$ cat src/rtl/music_note_sender.sv
// rtl/music_note_sender.sv - queues note events and sends each as a 3-byte ASCII line to a UART transmitter
module music_note_sender #(
    parameter logic [7:0] PREFIX  = 8'h4C,
    parameter int         FIFO_AW = 2
) (
    input  logic       clk,
    input  logic       rst,
    input  logic       note_valid,
    input  logic [3:0] note_id,
    input  logic       tx_ready,
    output logic       tx_start,
    output logic [7:0] tx_data,
    output logic       busy,
    output logic       overflow
);

    localparam int DEPTH = 1 << FIFO_AW;
    localparam logic [FIFO_AW:0] FULL_COUNT = (FIFO_AW + 1)'(DEPTH);

    typedef enum logic [2:0] {IDLE, LOAD, START, WAIT_ACK, WAIT_DONE} state_t;

    state_t             state_q, state_d;
    logic [1:0]         byte_idx_q, byte_idx_d;
    logic [3:0]         cur_id_q, cur_id_d;
    logic [7:0]         tx_data_q, tx_data_d;
    logic               tx_start_q, tx_start_d;
    logic               overflow_q, overflow_d;
    logic [3:0]         mem_q [DEPTH];
    logic [3:0]         mem_d [DEPTH];
    logic [FIFO_AW-1:0] wr_ptr_q, wr_ptr_d;
    logic [FIFO_AW-1:0] rd_ptr_q, rd_ptr_d;
    logic [FIFO_AW:0]   count_q, count_d;

    logic       full, empty, push, pop;
    logic [7:0] digit, frame_byte;

    // A pop frees a slot in the same cycle, so a note arriving exactly then is still accepted.
    always_comb begin
        full  = (count_q == FULL_COUNT);
        empty = (count_q == '0);
        pop   = (state_q == IDLE) && !empty && tx_ready;
        push  = note_valid && (!full || pop);
    end

    always_comb begin
        digit = (cur_id_q < 4'd10) ? (8'h30 + {4'h0, cur_id_q}) : (8'h37 + {4'h0, cur_id_q});
        case (byte_idx_q)
            2'd0:    frame_byte = PREFIX;
            2'd1:    frame_byte = digit;
            default: frame_byte = 8'h0A;
        endcase
    end

    always_comb begin
        mem_d      = mem_q;
        wr_ptr_d   = wr_ptr_q;
        rd_ptr_d   = rd_ptr_q;
        count_d    = count_q;
        overflow_d = overflow_q | (note_valid & full & ~pop);
        if (push) begin
            mem_d[wr_ptr_q] = note_id;
            wr_ptr_d        = wr_ptr_q + 1'b1;
        end
        if (pop) begin
            rd_ptr_d = rd_ptr_q + 1'b1;
        end
        case ({push, pop})
            2'b10:   count_d = count_q + 1'b1;
            2'b01:   count_d = count_q - 1'b1;
            default: count_d = count_q;
        endcase
    end

    always_comb begin
        state_d    = state_q;
        byte_idx_d = byte_idx_q;
        cur_id_d   = cur_id_q;
        tx_data_d  = tx_data_q;
        tx_start_d = 1'b0;
        case (state_q)
            IDLE: begin
                if (pop) begin
                    cur_id_d   = mem_q[rd_ptr_q];
                    byte_idx_d = 2'd0;
                    state_d    = LOAD;
                end
            end
            LOAD: begin
                tx_data_d  = frame_byte;
                tx_start_d = 1'b1;
                state_d    = START;
            end
            START: state_d = WAIT_ACK;
            WAIT_ACK: begin
                if (!tx_ready) state_d = WAIT_DONE;
            end
            WAIT_DONE: begin
                if (tx_ready) begin
                    if (byte_idx_q == 2'd2) begin
                        state_d = IDLE;
                    end else begin
                        byte_idx_d = byte_idx_q + 2'd1;
                        state_d    = LOAD;
                    end
                end
            end
            default: state_d = IDLE;
        endcase
    end

    always_ff @(posedge clk or negedge rst) begin
        if (!rst) begin
            state_q    <= IDLE;
            byte_idx_q <= 2'd0;
            cur_id_q   <= 4'd0;
            tx_data_q  <= 8'h00;
            tx_start_q <= 1'b0;
            overflow_q <= 1'b0;
            wr_ptr_q   <= '0;
            rd_ptr_q   <= '0;
            count_q    <= '0;
            for (int i = 0; i < DEPTH; i++) mem_q[i] <= 4'd0;
        end else begin
            state_q    <= state_d;
            byte_idx_q <= byte_idx_d;
            cur_id_q   <= cur_id_d;
            tx_data_q  <= tx_data_d;
            tx_start_q <= tx_start_d;
            overflow_q <= overflow_d;
            wr_ptr_q   <= wr_ptr_d;
            rd_ptr_q   <= rd_ptr_d;
            count_q    <= count_d;
            for (int i = 0; i < DEPTH; i++) mem_q[i] <= mem_d[i];
        end
    end

    assign tx_start = tx_start_q;
    assign tx_data  = tx_data_q;
    assign overflow = overflow_q;
    assign busy     = (state_q != IDLE) || (count_q != '0);

endmodule

$ cat config.mk
export PLATFORM = sky130hd
export DESIGN_NAME = music_note_sender
export DESIGN_NICKNAME = d
export VERILOG_FILES = /design/src/rtl/music_note_sender.sv
export SDC_FILE = /design/constraint.sdc
export NUM_CORES = 1
export LEC_CHECK = 0
export CELL_PAD_IN_SITES_DETAIL_PLACEMENT = 0
export CELL_PAD_IN_SITES_GLOBAL_PLACEMENT = 1
export CORE_ASPECT_RATIO = 1.5
export CORE_MARGIN = 2
export CORE_UTILIZATION = 45
export CTS_BUF_LIST = sky130_fd_sc_hd__clkbuf_4 sky130_fd_sc_hd__clkbuf_8 sky130_fd_sc_hd__clkbuf_16
export CTS_CLUSTER_SIZE = 30
export DETAILED_ROUTE_END_ITERATION = 12
export PLACE_DENSITY = 0.85
export SKIP_CTS_REPAIR_TIMING = 1
export SKIP_LAST_GASP = 1
export SYNTH_ARGS = -nofsm -noshare
export SYNTH_HDL_FRONTEND = slang
export SYNTH_SLANG_ARGS = --single-unit
$ cat constraint.sdc
create_clock -name clk -period 6.6 [get_ports clk]
set_clock_uncertainty 0.1 [all_clocks]
set_input_delay 0.66 -clock clk [delete_from_list [all_inputs] [get_ports clk]]
set_output_delay 0.66 -clock clk [all_outputs]
set_load 0.02 [all_outputs]
== Yosys cells after proc, flatten, opt, wreduce, memory -nomap -nowiden ==
Cells that the tools add are included.
Word-level totals
  logic and storage cells: 80
  register bits: 42
  input port bits: 8
Operators by class
  add/sub/neg operators: 7
  $lt $le $gt $ge: 4
  multiplexer cells: 19
  equality and inequality tests: 13
  reductions and logical operators: 18
  bitwise logic cells: 6
Operators by type and width (count)
  $bwmux 16: 1
  $pmux 3 s5: 1
  $add 6x4->7 const A: 2
  $pmux 7 s2: 1
  $mux 4: 3
  $mux 3: 3
  $bmux 4 s2: 1
  $demux 4 s2: 1
  $ne 2x2->1 const B: 4
  $mux 7: 1
  $add 2x1->2 const B: 3
  $eq 3x2->1 const B: 2
  $eq 3x3->1 const B: 2
  $ge 3x3->1 const B: 2
  $logic_not 3->1: 2
  $mux 2: 3
  $not 2->3: 2
  $pmux 3 s2: 1
  $reduce_bool 3->1: 2
  $eq 2x1->1 const B: 2
  $eq 2x2->1 const B: 2
  $logic_and 1x1->1: 4
  $lt 4x4->1 const B: 1
  $pmux 2 s2: 1
  15 further kinds: 20

== Depth between registers and ports, before layout ==
Gate-level depths: netlist (run 1).
  depth in word-level cells: 8
  depth in mapped cells: 11
  depth with buffers taken out: 8

== Worst setup path after synthesis (run 1) ==
Ideal clock, no wire load.
  path type: input -> register
  start: input port tx_ready
  end: register count_q[2]
  cell stages on the path: 9
  slack: 4069 ps
  arrival time: 2352 ps
  library setup time: 79 ps
  cell sequence: nor4b_1 -> and2_1 -> buf_2 -> ha_1 -> inv_1 -> fa_1 -> xor2_1 -> nor2_1 -> xor2_1
Between the ends
  longest elaborated chain between the ends: 5
  elaborated cells between the ends (all ways): 7
  those cells by class: eq/ne (2); mux (1); reduce/logical (4)
Ends and longest elaborated chain
  from (decl): line 10  | input logic tx_ready,
  $logic_and 1x1->1 *: line 41  | pop = (state_q == IDLE) && !empty && tx_ready;
  net pop: line 34  | logic full, empty, push, pop;
  $logic_or 1x1->1: line 42  | push = note_valid && (!full || pop);
  $logic_and 1x1->1: line 42
  $eq 2x1->1 or $eq 2x2->1 (tied branches): line 67  | case ({push, pop})
  $pmux 3 s2 or $reduce_bool 2->1 (tied branches)
  to (signal assigned): line 132  | count_q <= count_d;
  to (decl): line 32  | logic [FIFO_AW:0] count_q, count_d;
Mark *: on every way through the listed nets, which the timed path passes. The rest lies on a longest branch.
A chain may end at the register's enable or synchronous reset.

== Worst setup path after layout (run 1) ==
  start: input port tx_ready
  end: register count_q[2]
Between the ends
  longest elaborated chain between the ends: 5
  elaborated cells between the ends (all ways): 7
  those cells by class: eq/ne (2); mux (1); reduce/logical (4)
Ends and longest elaborated chain (line)
  $logic_and 1x1->1 *: 41
  $logic_or 1x1->1: 42
  $logic_and 1x1->1: 42
  $eq 2x1->1 or $eq 2x2->1 (tied branches): 67
  $pmux 3 s2 or $reduce_bool 2->1 (tied branches)
Mark *: on every way between the ends. The rest lies on a longest branch, timed or not.

==> flow_metrics.tcl, run 1 <==
set metrics [dict create \
    die_h_microns 88.0 \
    antenna_found_initial 0 \
    rsz0062_at_grt "no" \
    crit_path_frequent_cell "xor2_1" \
    clk_latency_ns 0.29 \
    gr-total-overflow 0 \
    synth_top_area_share 0.485 \
    hold_violations 0 \
    port_buffers 17 \
    fin_util 0.530 \
    hold_path_class "primary input to asynchronous set/reset pin" \
    fin_crit_ns 3.12 \
    cts_buffer_depth 2 \
    synth-seq-cells 41 \
    wl_per_cell_microns 14.3 \
    path_cells "clkdlybuf4s50_1 > nor4b_1 > and2_1 > ha_1 > inv_1 > fa_1 > xor2_1 > nor2_1 > xor2_1" \
    relSlewSlack 0.416 \
    drc 0 \
    cpPeakStageDelay_ns 0.56 \
    avgSynthCellArea_sq_um 11.9 \
    arrival_ns 3.23 \
    startpoint_type "primary input" \
    synth_ff_type "dfrtp_1" \
    fin_nets 210 \
    core_sq_mm 0.00454 \
    cts_tree "built" \
    dr.first_iter.drc_count 33 \
    slew_violations 0 \
    path_clk_slew_ns 0.08 \
    htree_num_levels 2 \
    via_per_inst 5.23 \
    vias 1343 \
    track_usage 0.164 \
    fmax_mhz 320 \
    num_rows 30 \
    dr.pass1.iters 4 \
    setup_tns_ns 0 \
    num_antenna_cells 0 \
    pin_count 19 \
    required_ns 6.71 \
    synth_top_area_cell "dfrtp_1" \
    leakagePower_nw 1.02 \
    crit_path_top_delay_cell "clkdlybuf4s50_1" \
    vdd_drop_max_v 0.000248 \
    fillCellCount 393 \
    cts_buffers 5 \
    end_kind "flop" \
    synth-edff-count 0 \
    yosysSeqAreaShare 0.485 \
    synth.most_common_cell "dfrtp_1" \
    drtAntennaViolNets 0 \
    synth_cells 177 \
    ys_async_sr_fraction 1.00 \
    start_util 0.466 \
    finalSetupViolations 0 \
    period_share 0.473 \
    layout-drive-gt1-share 0.202 \
    syn_to_final_growth_pct 13.9 \
    critical_path_class "primary input to flop" \
    dpl.hpwl_mm 2.75 \
    worstPathMaxFanout 7 \
    p_per_area_mw_per_mm2 473 \
    synth_warnings 0 \
    cts_root_buf "clkbuf_8" \
    ys_types 40 \
    cts_sinks 41 \
    synth_area_leaders "dfrtp_1 49%, mux2_2 10%, ha_1 5.3%" \
    tightest_slew_ns 0.875 \
    synth.net_count 195 \
    dieArea_sq_mm 0.00527 \
    chipWidth_microns 60.0 \
    total_power_w 0.00114 \
    drt-total-wl_mm 3.68 \
    syn_area_sq_mm 0.00211 \
    place_area_sq_mm 0.00231 \
    final_cell_area_sq_mm 0.00241 \
    dpl_worst_slack_ns 3.18 \
    grt_pass1_vias 1452 \
    grt_max_degree 42 \
    synth_top_cells_by_count "41 x dfrtp_1, 19 x mux2_2, 15 x nand2_1" \
    gp_congestion 0.799 \
    grt_pass1_wl_mm 6.44 \
    run_status "completed" \
    max_cap_viol_count 0 \
    fin_ws_ns 3.48 \
]
==> worst max-delay path, delay by kind of cell <==
kind | cells | cell delay, ns
fa+ha+maj | 2 | 0.62
xor+xnor | 2 | 0.30
buf+inv | 2 | 0.62
simple gates | 3 | 1.04
==> cell families (layout without fill, tap and decap cells) <==
kind of cell             count (synthesis)  after routing  share of synthesized area
AO/OA/AOI/OAI                           29             29                      0.121
XOR/XNOR                                 7              7                     0.0290
adder cells (fa/ha/maj)                 10             10                     0.0627
buffers and inverters                   22             38                     0.0456
flip-flops                              41             41                      0.485
multiplexers                            24             24                      0.151
other                                    1              1                    0.00177
AND/OR/NAND/NOR                         43             43                      0.104
==> cells in the final DEF, fill, tap and decap left out, drive strengths merged <==
cell type,n
nor3,1
a22oi,1
a41o,1
nor2,9
nor2b,1
o21ai,10
or4b,1
and2b,1
or3b,1
a21oi,3
mux4,4
nor3b,2
xnor2,4
xor2,3
a31oi,5
and2,1
conb,1
and4b,1
or3,2
clkinv,2
a21o,1
a31o,1
clkbuf,6
nand2b,1
nor4b,2
buf,1
o21a,1
fa,1
dfrtp,41
a21boi,1
clkdlybuf4s50,16
nand2,15
o211ai,2
mux2,20
a22o,3
nand3,5
ha,9
inv,13
==> where the power goes <==
group | total [W] | leakage [nW] | switching [W] | internal [W]
logic | 0.000478 | 0.474 | 0.000223 | 0.000255
registers | 0.000489 | 0.493 | 0.000117 | 0.000371
clock network | 0.000173 | 0.0512 | 0.0000880 | 0.0000848
total | 0.00114 | 1.02 | 0.000428 | 0.000711
==> metal layers <==
metal,vias up,wire length [microns],track usage,share of wire
met5,-,0,0,0
met4,0,49,0.0707,0.013
met3,6,111,0.0369,0.030
met2,26,2020,0.292,0.55
met1,670,1500,0.183,0.41
li1,641,-,-,-
==> stage by stage <==
| step | std cells | hold slack (ns) |
|---|---|---|
| after floorplan | 177 | 0.264 |
| final | 257 | 0.377 |
| after detailed placement | 249 | 0.370 |
| after global routing | 257 | 0.429 |
| after CTS | 257 | 0.398 |
| after global placement | 249 | 0.357 |
==> path summary, 6_finish.rpt <==
path | start | end | slack, ns | cells past startpoint
setup / recovery | tx_ready | count_q[2] | 3.48 | 9
hold / removal | rst | wr_ptr_q[0] | 0.38 | 1
setup reg to reg | state_q[2] | count_q[2] | 3.86 | 8
hold reg to reg | overflow | overflow | 0.39 | 1
max in group asynchronous | rst | overflow | 5.47 | 1
min in group clk | overflow | overflow | 0.39 | 1
==> state kept, by name, indices dropped and copies added, names as in the netlist, 2 cells and up <==
signal      count
byte_idx_q      2
tx_data         7
count_q         3
cur_id_q        4
wr_ptr_q        2
rd_ptr_q        2
mem_q          16
state_q         3
==> final cells by class <==
class                      instances  area (sq um)  area share
multi-input combinational        114           992       0.412
inverter                          13          48.8      0.0203
clock inverter                     2          13.8     0.00571
tap                               64          80.1      0.0332
sequential                        41          1030       0.426
timing repair buffer              17           165      0.0686
clock buffer                       6          82.6      0.0343
Note: power is estimated with default switching activity, not from simulation.
==> run 2, diff against run 1 <==
==> constraint.sdc (replaced) <==
create_clock -name clk -period 2.9 [get_ports clk]
set_clock_uncertainty 0.1 [all_clocks]
set_input_delay 0.29 -clock clk [delete_from_list [all_inputs] [get_ports clk]]
set_output_delay 0.29 -clock clk [all_outputs]
set_load 0.02 [all_outputs]
==> flow_metrics.tcl, run 2 (same netlist as run 1, synthesis figures left out) <==
set metrics [dict create \
    p_per_area_mw_per_mm2 1070 \
    instances_no_fill 261 \
    place_area_sq_mm 0.00234 \
    dieArea_sq_mm 0.00527 \
    largest_reg_flops 16 \
    num_rows 30 \
    hold_violations 0 \
    grtUsageMet1 0.193 \
    cts_tree "built" \
    cts_buffers 5 \
    gr-usage-met3 0.0458 \
    cts_buffer_depth 2 \
    worstPathMaxFanout 8 \
    cts_root_buf "clkbuf_8" \
    hold_path_class "primary input to asynchronous set/reset pin" \
    max_flop_register "mem_q" \
    htree_num_levels 2 \
    tightest_slew_ns 0.909 \
    port_buffers 17 \
    gp_congestion 0.818 \
    final_common_cell "dfrtp_1" \
    rsz0062_at_grt "no" \
    drt-total-wl_mm 3.66 \
    dr.first_iter.drc_count 28 \
    required_ns 2.51 \
    run_status "completed" \
    core_sq_mm 0.00454 \
    num_antenna_cells 0 \
    period_share 0.855 \
    fin_crit_ns 2.48 \
    wl_per_cell_microns 14.0 \
    max_cap_viol_count 0 \
    critical_path_class "flop to primary output" \
    antenna_found_initial 0 \
    cts_sinks 41 \
    vias 1329 \
    start_util 0.466 \
    hold_ws_ns 0.0217 \
    grt_pass1_vias 1382 \
    finalSetupViolations 0 \
    met2_usage 0.291 \
    grt_max_degree 42 \
    crit_path_top_delay_cell "dfrtp_1" \
    grt_pass1_wl_mm 6.53 \
    dpl.hpwl_mm 2.65 \
    leakagePower_nw 1.03 \
    drc 0 \
    relSlewSlack 0.394 \
    startpoint_type "flop" \
    vdd_drop_max_v 0.000525 \
    fin_nets 214 \
    clk_latency_ns 0.30 \
    total_power_w 0.00260 \
    pin_count 19 \
    setup_tns_ns 0 \
    path_cells "or3_1 > nor2_1 > nand2_1 > clkdlybuf4s50_1" \
    dr.pass1.iters 4 \
    syn_to_final_growth_pct 14.9 \
    drtAntennaViolNets 0 \
    arrival_ns 2.09 \
    grt.busiest_layer "met2" \
    path_clk_slew_ns 0.09 \
    gr-total-overflow 0 \
    final_cell_area_sq_mm 0.00243 \
    layout-drive-gt1-share 0.218 \
    mostFrequentLayoutCells "41 x dfrtp_1, 19 x mux2_2, 16 x clkdlybuf4s50_1" \
    end_kind "primary output" \
    fmax_mhz 403 \
    via_per_inst 5.09 \
    track_usage 0.167 \
    slew_violations 0 \
    die_h_microns 88.0 \
    cpPeakStageDelay_ns 0.57 \
    dp.cells 253 \
    chipWidth_microns 60.0 \
]
[run 2: layer usage]
layer / vias to the layer above / wire, microns
li1: 646 / -
met1: 654 / 1530
met2: 25 / 1980
met3: 4 / 114
met4: 0 / 38
met5: - / 0
[run 2: area by class of cell]
| class | instances | area (sq um) |
|---|---|---|
| sequential | 41 | 1030 |
| fill | 401 | 2110 |
| tap | 64 | 80.1 |
| clock buffer | 5 | 68.8 |
| inverter | 13 | 48.8 |
| timing repair buffer | 21 | 195 |
| clock inverter | 3 | 17.5 |
| multi-input combinational | 114 | 992 |
[run 2: critical path: cells and delay by family, from the launching register on]
family,cells,cell delay (ns)
simple gates,3,0.69
flops,1,0.57
buf+inv,1,0.54
[run 2: where the power goes]
group          switching, W  internal (W)
registers          0.000269      0.000845
logic              0.000516      0.000603
clock network      0.000203      0.000166
total              0.000987       0.00161
[run 2: per-stage QoR]
step	worst slack, ns	utilization
4_1_cts	0.385	0.535
3_5_place_dp	0.187	0.516
3_3_place_gp	0.235	0.516
5_1_grt	0.311	0.535
2_1_floorplan	0.519	-
6_report	0.420	0.535
[run 2: final timing paths]
kind | start | to | slack [ns] | cells past startpoint
hold reg to reg | tx_data[5] | tx_data[5] | 0.37 | 2
hold / removal | rst | tx_data[4] | 0.02 | 1
min in group clk | tx_data[5] | tx_data[5] | 0.37 | 2
setup reg to reg | state_q[2] | count_q[2] | 0.50 | 8
setup / recovery | count_q[2] | busy | 0.42 | 4
max in group asynchronous | rst | mem_q[1] | 2.11 | 1
==> variant 1, RTL diff (settings of run 2) <==
The parameter `FIFO_AW` goes from 2 to 1.
--- a/src/rtl/music_note_sender.sv
+++ b/src/rtl/music_note_sender.sv
@@ -3,3 +3,3 @@
     parameter logic [7:0] PREFIX  = 8'h4C,
-    parameter int         FIFO_AW = 2
+    parameter int         FIFO_AW = 1
 ) (
Check against the original RTL: not equivalent (a bounded check fails within 4 cycles, from zero or initial values and one cycle with rst low).
==> variant 1 against run 2 <==
Synthesized area down 30%; worst hold slack improved by 280 ps; highest routed layer unchanged; combinational power decreased by 30%; count of clock-buffer cells in the layout grew 1; sequential cell count down 11; core utilization up 4.2 points; routed wire length down 29%; cell area fell by 25%; total power fell by 19%; largest power group is now sequential cells; critical path type unchanged; via count fell by 22%; largest cell class unchanged; setup slack gained 300 ps; sequential share of layout area decreased by 1.0 points.
==> variant 1: results (changes against run 2) <==
[status]
status = completed

[detailed_routing]
dr.first_iter.drc_count = 11  ; -61%
wl_per_cell_um = 13.2  ; -5.5%
vias = 1041  ; -22%
first_pass_iters = 4  ; unchanged

[clocking]
cts_buffers = 5  ; unchanged
cts_root_buffer = clkbuf_8
htree_levels = 2  ; unchanged
worst_setup_hold_path_clk_slew_ps = 70  ; -20 ps
clock_path_buffers = 2  ; unchanged
clk-insertion-delay-late_ps = 280  ; -20 ps

[timing]
fmax_mhz = 459  ; +14%

[global_route]
grt_max_degree = 31  ; -26%
grt_pass1_vias = 1065  ; -23%
grt_pass1_wl_um = 4670  ; -28%
grt_antenna_before_repair = 0  ; unchanged
grt_util_all_layers = 0.170  ; +0.00315

[yosys]
synth_cell_types = 41  ; +2.5%
syn_nets = 150  ; -23%
ys_warn_count = 0  ; unchanged
async_reset_ff_frac = 1.00  ; unchanged
ys_seq_area_frac = 0.507  ; +0.0215
synthTopCellsByCount = dfrtp_1, a21oi_1, nand2_1
synthFlopType = dfrtp_1
ys_top_cells_by_area = dfrtp_1, mux2_2, ha_1, a21oi_1, mux2i_1

[cells_and_area]
diodes = 0  ; unchanged
largest-register = mem_q
layout-drive-gt1-share = 0.166  ; -0.0527
largest_register_ffs = 8  ; -8
final_nets = 169  ; -21%

[power]
p_leak_nw = 0.766  ; -26%
ir_drop_uv = 611  ; +16%

[critical_path]
critical_path.max_stage_delay_ps = 540  ; -30 ps
crit_arrival_ps = 1790  ; -300 ps
rrSetupSlack_ps = 860  ; +360 ps
crit_fanout = 12  ; +4
cp_slowest_cell = clkdlybuf4s50_1

[place]
place.gp.congestion = 0.793  ; -3.1%
place_worst_setup_slack_ps = 632  ; +445 ps
io_buffers = 17  ; unchanged
dp_hpwl_um = 1920  ; -27%

[worst_hold_path]
worst_hold_path_type = input pin to async pin

variant 1: changes by cell type after synthesis, sizes merged, moves of 4 or more:
cell	before	now
inv	13	7
mux4	4	0
mux2	20	8
ha	9	5
a21oi	3	12
dfrtp	41	30
nand2	15	9
a31oi	5	1
mux2i	0	4
variant 1: metrics by stage:
stage	std cells	hold WS (ps)	cell area, um^2
final	197	298	1820
after global routing	197	337	1820
after CTS	197	305	1820
after detailed placement	189	352	1680
after global placement	189	340	1680
after floorplan	137	-106	1480
variant 1: final timing paths:
path / start / to / depth (start not counted)
worst min register to register: tx_data[5] / tx_data[5] / 2
worst max-delay path: state_q[2] / busy / 3
worst max register to register: state_q[2] / count_q[1] / 6
max in group asynchronous: rst / mem_q[1] / 2
worst min-delay path: rst / mem_q[5] / 2
min in group clk: tx_data[5] / tx_data[5] / 2
variant 1: area by class of cell:
cell class	instances	area, um^2
fill	286	1340
clock inverter	2	60.1
multi-input combinational	92	657
tap	40	50.0
clock buffer	6	82.6
sequential	30	751
inverter	8	35.0
timing repair buffer	19	185
variant 1: layer usage:
metal / vias up / part of all wire / GRT usage
met2: 19 / 0.56 / 0.316
met1: 508 / 0.39 / 0.177
met4: 0 / 0.013 / 0.0721
met3: 4 / 0.034 / 0.0482
met5: - / 0 / 0
li1: 510 / - / -
variant 1: critical path: cells and delay by family (launching register included):
family	cells	cell delay (ps)
buffers and inverters	1	540
DFF	1	510
and+or+nand+nor	2	460
variant 1: kinds of logic (layout without fill, tap and decap cells):
family | after synthesis | after routing | share of synthesized area
compound gates | 35 | 35 | 0.150
xor+xnor | 6 | 6 | 0.0355
fa+ha+maj | 5 | 5 | 0.0422
buf+inv | 15 | 35 | 0.0498
flops | 30 | 30 | 0.507
mux | 12 | 12 | 0.0878
other cells | 1 | 1 | 0.00253
simple gates | 33 | 33 | 0.125
variant 1: power breakdown:
group	total (mW)	internal [mW]	switching, mW
clock	0.523	0.366	0.156
combinational	0.784	0.394	0.390
sequential	0.793	0.611	0.183
total	2.10	1.37	0.729
==> variant 2, RTL diff (flow settings as in run 2) <==
Without the edit above. Register the output `overflow` once more; this adds one clock of latency there. The other outputs are not delayed to match.
--- a/src/rtl/music_note_sender.sv
+++ b/src/rtl/music_note_sender.sv
@@ -138,3 +138,5 @@
     assign tx_data  = tx_data_q;
-    assign overflow = overflow_q;
+    always_ff @(posedge clk) begin
+        overflow <= overflow_q;
+    end
     assign busy     = (state_q != IDLE) || (count_q != '0);
Function: changed (a bounded check fails within 10 cycles, from zero or initial values and one cycle with rst low).
==> variant 2 against run 2 <==
Count of clock-buffer cells in the layout increased by 1; sequential cell count rose by 1; cell area is 2.0% higher; total power is 4.8% higher; routed wire length rose by 2.9%; die area up 0.89%; first-iteration DRC count rose by 46%; synthesized area up 0.95%; setup slack lost 9.0 ps; via count grew 0.68%; global-route usage is 0.18 points lower; non-clock buffer count stayed put.
==> variant 2: results (changes against run 2) <==
[global_route]
grt_pass1_wl_um = 6510  ; -0.21%
grt_max_degree = 42  ; unchanged
grt_util_all_layers = 0.165  ; -0.00184
grt_pass1_vias = 1405  ; +1.7%

[detailed_routing]
drt-total-wl_um = 3770  ; +2.9%
vias = 1338  ; +0.68%
dr.first_iter.drc_count = 41  ; +46%

[yosys]
synth-compound-area-share = 0.120  ; -0.00113
synth_xor_area_frac = 0.0287  ; -0.000272
syn_nets = 196  ; +0.51%
ys_seq_area_frac = 0.490  ; +0.00483
async_reset_ff_frac = 0.976  ; -0.0238
ys_top_cells_by_area = dfrtp_1, mux2_2, ha_1, mux4_2, a31oi_4
synthCells = 178  ; +0.56%
ys_warn_count = 0  ; unchanged
muxShareOfSynthArea = 0.149  ; -0.00142
synth-adder-area-share = 0.0621  ; -0.000588

[place]
place_area_um2 = 2360  ; +0.85%
place_worst_setup_slack_ps = 143  ; -44.0 ps
io_buffers = 17  ; unchanged
place.gp.congestion = 0.788  ; -3.7%
dp_hpwl_um = 2790  ; +5.3%
placed_cells = 254  ; +0.40%

[timing]
relSlewSlack = 0.396  ; +0.00162
finalHoldWorstSlack_ps = 13.8  ; -7.94 ps
layout_setup_ws_ps = 411  ; -8.96 ps

[critical_path]
crit_end = busy
critical_path.max_stage_delay_ps = 570  ; about the same
rrSetupSlack_ps = 460  ; -40 ps
r2r-end = count_q[2]
rr_startpoint = state_q[1]

[status]
status = completed

[cells_and_area]
layout-drive-gt1-share = 0.217  ; -0.00110
final_nets = 215  ; +0.47%
stdcell_count = 262  ; +0.38%

[power]
p_leak_nw = 1.05  ; +1.9%
clock_power_share = 0.173  ; +0.031
p_int_mw = 1.73  ; +7.4%
ir_drop_uv = 419  ; -20%
pwr-share-seq = 0.416  ; -0.012

[clocking]
clock_path_buffers = 2  ; unchanged
worst_setup_hold_path_clk_slew_ps = 90  ; about the same

## variant 2: cell families after synthesis
kind of cell               after synthesis
AOI/OAI and AO/OA                       29
xor gates and xnor gates                 7
adders and majority gates               10
buffers and inverters                   22
DFF                                     42
muxes                                   24
other                                    1
and+or+nand+nor                         43
## variant 2: layer usage
metal / vias to the layer above / GRT usage / wire length [um]
met5: - / 0 / 0
met4: 0 / 0.0707 / 75
met3: 8 / 0.0380 / 120
met2: 23 / 0.290 / 2050
met1: 658 / 0.187 / 1520
li1: 649 / - / -
## variant 2: layout make-up
| cell class | count | area, um^2 |
|---|---|---|
| Fill cell | 410 | 2070 |
| Clock buffer | 6 | 76.3 |
| Timing Repair Buffer | 21 | 195 |
| Inverter | 13 | 48.8 |
| Tap cell | 64 | 80.1 |
| Multi-Input combinational cell | 114 | 992 |
| Sequential cell | 42 | 1050 |
| Clock inverter | 2 | 37.5 |
